File: src/rtl/vx_tcu_fedp_ctrl_pkg.sv
// Shared TCU definitions: operand format encodings and FEDP pipeline latency.
package vx_tcu_fedp_ctrl_pkg;

  localparam int unsigned XLEN = 32;

  localparam logic [2:0] FMT_FP16 = 3'd1;
  localparam logic [2:0] FMT_BF16 = 3'd2;
  localparam logic [2:0] FMT_TF32 = 3'd3;

  localparam int unsigned FMUL_LAT = 2;
  localparam int unsigned FADD_LAT = 2;
  localparam int unsigned FRND_LAT = 1;

  // Multiply, widen, adder tree over 2N lanes, final accumulate + round.
  function automatic int unsigned fedp_latency(input int unsigned n);
    return (FMUL_LAT + 1) + 1 + $clog2(2 * n) * (FADD_LAT + 1) + (FADD_LAT + FRND_LAT);
  endfunction

  // Source formats the FEDP does not understand; the result is flagged, not dropped.
  function automatic logic fmt_illegal(input logic [2:0] fmt);
    return !(fmt inside {FMT_FP16, FMT_BF16, FMT_TF32});
  endfunction

endpackage

File: src/rtl/vx_tcu_fedp_tracker.sv
// In-flight tracker running in lockstep with the FEDP pipeline.
module vx_tcu_fedp_tracker #(
  parameter int unsigned LATENCY = 16,
  parameter int unsigned TAG_W   = 8,
  parameter int unsigned CNT_W   = $clog2(LATENCY + 1)
) (
  input  logic             clk,
  input  logic             reset,
  input  logic             enable,
  input  logic             in_valid,
  input  logic [TAG_W-1:0] in_tag,
  input  logic             in_err,
  input  logic             retire,
  output logic             out_valid,
  output logic [TAG_W-1:0] out_tag,
  output logic             out_err,
  output logic [CNT_W-1:0] inflight
);

  logic [LATENCY-1:0] valid_q;
  logic [LATENCY-1:0] err_q;
  logic [TAG_W-1:0]   tag_q [LATENCY];
  logic [CNT_W-1:0]   inflight_q;

  // Valid/err shift only with the FEDP; count tracks accepts minus retires.
  always_ff @(posedge clk) begin
    if (!reset) begin
      valid_q    <= '0;
      err_q      <= '0;
      inflight_q <= '0;
    end else begin
      if (enable) begin
        valid_q <= {valid_q[LATENCY-2:0], in_valid};
        err_q   <= {err_q[LATENCY-2:0], in_err};
      end
      inflight_q <= inflight_q + CNT_W'(in_valid) - CNT_W'(retire);
    end
  end

  // Tags need no reset: they are only looked at under a valid bit.
  always_ff @(posedge clk) begin
    if (enable) begin
      tag_q[0] <= in_tag;
      for (int i = 1; i < LATENCY; i++) begin
        tag_q[i] <= tag_q[i-1];
      end
    end
  end

  assign out_valid = valid_q[LATENCY-1];
  assign out_err   = err_q[LATENCY-1];
  assign out_tag   = tag_q[LATENCY-1];
  assign inflight  = inflight_q;

endmodule

File: src/rtl/vx_tcu_fedp_ctrl.sv
// Issue/retire controller for the TCU fused dot-product datapath.
module vx_tcu_fedp_ctrl
  import vx_tcu_fedp_ctrl_pkg::*;
#(
  parameter int unsigned N       = 4,
  parameter int unsigned TAG_W   = 8,
  parameter int unsigned LATENCY = 16
) (
  input  logic                clk,
  input  logic                reset,
  input  logic                req_valid,
  output logic                req_ready,
  input  logic [2:0]          req_fmt_s,
  input  logic [2:0]          req_fmt_d,
  input  logic [N*XLEN-1:0]   req_a_row,
  input  logic [N*XLEN-1:0]   req_b_col,
  input  logic [XLEN-1:0]     req_c_val,
  input  logic [TAG_W-1:0]    req_tag,
  output logic                fedp_enable,
  output logic                fedp_reset,
  output logic [2:0]          fedp_fmt_s,
  output logic [2:0]          fedp_fmt_d,
  output logic [N*XLEN-1:0]   fedp_a_row,
  output logic [N*XLEN-1:0]   fedp_b_col,
  output logic [XLEN-1:0]     fedp_c_val,
  input  logic [XLEN-1:0]     fedp_d_val,
  output logic                rsp_valid,
  input  logic                rsp_ready,
  output logic [XLEN-1:0]     rsp_d_val,
  output logic [TAG_W-1:0]    rsp_tag,
  output logic                rsp_err,
  output logic                busy
);

  localparam int unsigned CNT_W = $clog2(LATENCY + 1);

  // Tracker depth must match the attached FEDP or tags and results drift apart.
  if (LATENCY != fedp_latency(N)) begin : g_bad_latency
    $error("vx_tcu_fedp_ctrl: LATENCY does not match fedp_latency(N)");
  end

  logic             stall;
  logic             accept;
  logic             retire;
  logic [CNT_W-1:0] inflight;

  // Head blocked by the consumer freezes the whole pipe; idle pipe also freezes.
  assign stall       = rsp_valid && !rsp_ready;
  assign req_ready   = !stall;
  assign accept      = req_valid && req_ready;
  assign retire      = rsp_valid && rsp_ready;
  assign fedp_enable = !stall && (req_valid || (inflight != '0));
  assign fedp_reset  = !reset;
  assign rsp_d_val   = fedp_d_val;
  assign busy        = inflight != '0;

  // Operand mux: real request on accept, otherwise a zero fp16 bubble.
  always_comb begin
    fedp_fmt_s = FMT_FP16;
    fedp_fmt_d = '0;
    fedp_a_row = '0;
    fedp_b_col = '0;
    fedp_c_val = '0;
    if (accept) begin
      fedp_fmt_s = req_fmt_s;
      fedp_fmt_d = req_fmt_d;
      fedp_a_row = req_a_row;
      fedp_b_col = req_b_col;
      fedp_c_val = req_c_val;
    end
  end

  vx_tcu_fedp_tracker #(
    .LATENCY (LATENCY),
    .TAG_W   (TAG_W),
    .CNT_W   (CNT_W)
  ) u_trk (
    .clk       (clk),
    .reset     (reset),
    .enable    (fedp_enable),
    .in_valid  (accept),
    .in_tag    (req_tag),
    .in_err    (accept && fmt_illegal(req_fmt_s)),
    .retire    (retire),
    .out_valid (rsp_valid),
    .out_tag   (rsp_tag),
    .out_err   (rsp_err),
    .inflight  (inflight)
  );

endmodule

File: config.mk
export PLATFORM = sky130hd
export DESIGN_NAME = vx_tcu_fedp_ctrl
export DESIGN_NICKNAME = d
export VERILOG_FILES = /design/src/rtl/vx_tcu_fedp_ctrl_pkg.sv /design/src/rtl/vx_tcu_fedp_tracker.sv /design/src/rtl/vx_tcu_fedp_ctrl.sv
export SDC_FILE = /design/constraint.sdc
export NUM_CORES = 1
export LEC_CHECK = 0
export CORE_AREA = 2 2 261 263
export CTS_CLUSTER_SIZE = 30
export DETAILED_ROUTE_END_ITERATION = 10
export DIE_AREA = 0 0 263 265
export RECOVER_POWER = 100
export SYNTH_ARGS = -nofsm -noshare
export SYNTH_HDL_FRONTEND = slang
export SYNTH_HIERARCHICAL = 1
export SYNTH_SLANG_ARGS = --single-unit
File: constraint.sdc
create_clock -name clk -period 37.4 [get_ports clk]
set_input_delay 7.48 -clock clk [delete_from_list [all_inputs] [get_ports clk]]
set_output_delay 7.48 -clock clk [all_outputs]
set_load 0.02 [all_outputs]
==> results.md <==
* Critical Path RT at between 20000 and 30000 ps
* CP Max Fanout at 151
* Setup TNS at 0 ps
* Util after Layout at roughly 23%
* Final Power at between 0.6 and 0.7 mW
* Max-cap violations at 4
* GRT Total Usage at 18.93%
* CP Data Arrival Time at 15990 ps
* Setup WS post-layout at between 10000 and 15000 ps
* CTS tree: built
* PD cells at about 43 nW/um^2
* Global-route wire length before repair at 84790 um
* Synth-to-layout area growth at 88.38%
* Final Max Slew Viols at roughly 460
* # rows at between 90 and 100
* Drt pass-1 iters at 7
* Reg2Reg Capture Point: u_trk/err_q[10]
* CTS sink cnt at roughly 170
* Layout cells sized above 1 at under 10%
* Syn_area_per_cell at around 12 sq um
* Average wire per standard cell at approximately 33 um
* Routed Wire Length at a little under 70000 um
* Clock buffer depth at 2
* Die area at approximately 70000 sq um
* Endpoints failing setup at 0
* Die Ht at 265 um
* Num CTS Buffers at 17
* Synth warnings at 6
* Initial antenna violation count at 150
* Hpwl dp at a little over 60000 um
* Endpoints failing hold at 0
* Largest net degree at the start of global routing at 152
* Seq/Total Area, Yosys at between 50 and 60%
* Final instance area at around 15000 sq um
* Vias in the first global route at ~8000
* Slew margin rel. at -249.5%
* Flop-to-flop setup slack at slightly below 30000 ps
* Post-place setup slack at around 19000 ps
* RSZ-0062 raised after global routing: no
* FMAX at 42.60 MHz
* Dpl cell area at 14410 sq um
* Port buffer count at between 600 and 700
* Final Cycle Share at a little over three fifths
* Starting Density at 11.99%
* Failing checks: capacitance limit, slew limit
* Nets at about 1500
* Slew @ Worst Pin at 5243 ps
* Nature of the critical path startpoint: input port
* Worst-skew pair later-pin latency at about 420 ps
* Hold-critical path endpoint: u_trk/tag_q[1][25]
* Vias per Instance at about 3.9
* CTS root buffer: clkbuf_16
* Cts-stage hold buffer count at 0
* Hold depth at 0
* Crit path kind: in -> out
* Grt ovf at 0
* H-tree depth at 4
* Post-layout min period at between 20000 and 25000 ps
* Initial DRC count at between 600 and 700
* Cell count after synthesis at about 670
* Post-CTS resize count at 0
* Fillers at 7105
* Net Count, Synth at between 1000 and 1500
* Num ports at approximately 680
* Fin Clk Skew at 11.06 ps
* Vias at slightly above 8000
* DIE WIDTH at 263 um
* Reg-to-Reg Start: u_trk/inflight[4]
* DRC viols at 0
* Worst Hold Launch: u_trk/tag_q[1][17]
* Most frequent cells in the layout: 315 x dlygate4sd3_1, 297 x clkdlybuf4s50_1, 293 x and3_1
* Antenna viol nets, final at 0
* Leak at about 6.8 nW
* Worst min path class: reg -> reg
* R2R cell count at 6
* Leading cell type in the layout, fill and taps excluded: dlygate4sd3_1
* Final GP Congestion at 1.105
* Synth Register Bits at about 170
* Core Footprint at 66800 sq um
* Clock transition at path regs at approximately 70 ps
* VDD IR max at a little over 0.05 mV
* Count of cell types in the netlist at 29
* Status: finished with violations
* Cell Area, Synth at around 8000 sq um
* Crit path capture type: output pin
* Post-CTS setup buffers at 0
[layer usage]
layer / wire (um) / global-route usage, % / vias to the layer above
met5: 1180 / 5.960 / -
met1: 26770 / 21.16 / 3693
met4: 2162 / 5.297 / 126
met2: 24030 / 22.96 / 683
met3: 15170 / 20.04 / 206
li1: - / - / 3525
[sequential cells by signal, summed over array words and instances, names as in the netlist]
register and flops:
u_trk/err_q 16, u_trk/tag_q 128, u_trk/valid_q 16, u_trk/inflight 5
[Yosys cell counts]
master,n,area share [%]
xor2_1,1,0.11
nand2b_4,1,0.17
nor3b_1,1,0.094
inv_1,7,0.33
and2_1,4,0.31
buf_6,22,3.1
edfxtp_1,128,48
buf_4,44,4.1
a21boi_0,1,0.094
buf_12,5,1.2
nand3_1,2,0.12
o211a_1,1,0.12
nand2_1,1,0.047
and3_1,293,23
inv_2,1,0.047
a21o_1,1,0.094
dfxtp_1,37,9.2
clkbuf_1,36,1.7
buf_2,3,0.19
buf_8,3,0.56
nand3b_1,1,0.094
a21oi_1,3,0.19
xnor2_1,1,0.11
fa_1,1,0.25
nor4_1,1,0.078
nand2b_1,2,0.16
mux2i_1,33,4.1
nor2_1,35,1.6
ha_1,5,0.78
[final cells by class]
| type | count | area (sq um) | share of cell area (%) |
|---|---|---|---|
| antenna | 45 | 112.6 | 0.7464 |
| clock inverter | 13 | 147.6 | 0.9786 |
| clock buffer | 19 | 442.9 | 2.936 |
| multi-input combinational | 388 | 2521 | 16.71 |
| timing repair buffer | 618 | 6156 | 40.80 |
| tap | 873 | 1092 | 7.240 |
| sequential | 165 | 4584 | 30.39 |
| inverter | 8 | 30.03 | 0.1990 |
[worst max-delay path: stages]
cell and delay [ps]:
clkbuf_1 3580, clkbuf_1 3390, and3_1 610, dlygate4sd3_1 730
[logic make-up (layout without fill, tap and decap cells)]
logic type      count (synthesis)  count (layout)  share of synthesized area [%]
simple gates                  341             341                          25.61
xor+xnor                        2               2                         0.2188
buf+inv                       121             658                          11.28
compound gates                  6               6                         0.4999
other cells                     0              45                              0
flops                         165             165                          57.24
fa+ha+maj                       6               6                          1.031
mux                            33              33                          4.124
[where the power goes]
group          switching (mW)  internal, mW  total, mW
sequential             0.0177         0.298      0.316
combinational          0.0872        0.0759      0.163
clock                  0.0712         0.101      0.172
total                   0.176         0.475      0.651
[worst max path at each step]
stage,slack (ps),cells past startpoint,startpoint,end
after global routing,13050,4,req_valid,fedp_a_row[48]
after detailed placement,18790,6,rsp_ready,fedp_b_col[7]
after floorplan,12190,5,rsp_ready,fedp_enable
final,13930,4,req_valid,fedp_a_row[48]
after CTS,18790,6,rsp_ready,fedp_b_col[7]
after global placement,18920,6,rsp_ready,fedp_b_col[7]
[through the flow]
step                      hold slack, ps  cells
final                              410.9   2129
after global routing               416.4   2110
after CTS                          411.4   2084
after detailed placement           404.5   2052
after global placement             400.9   2052
after floorplan                    400.3    674
(Power assumes the default switching activity.)
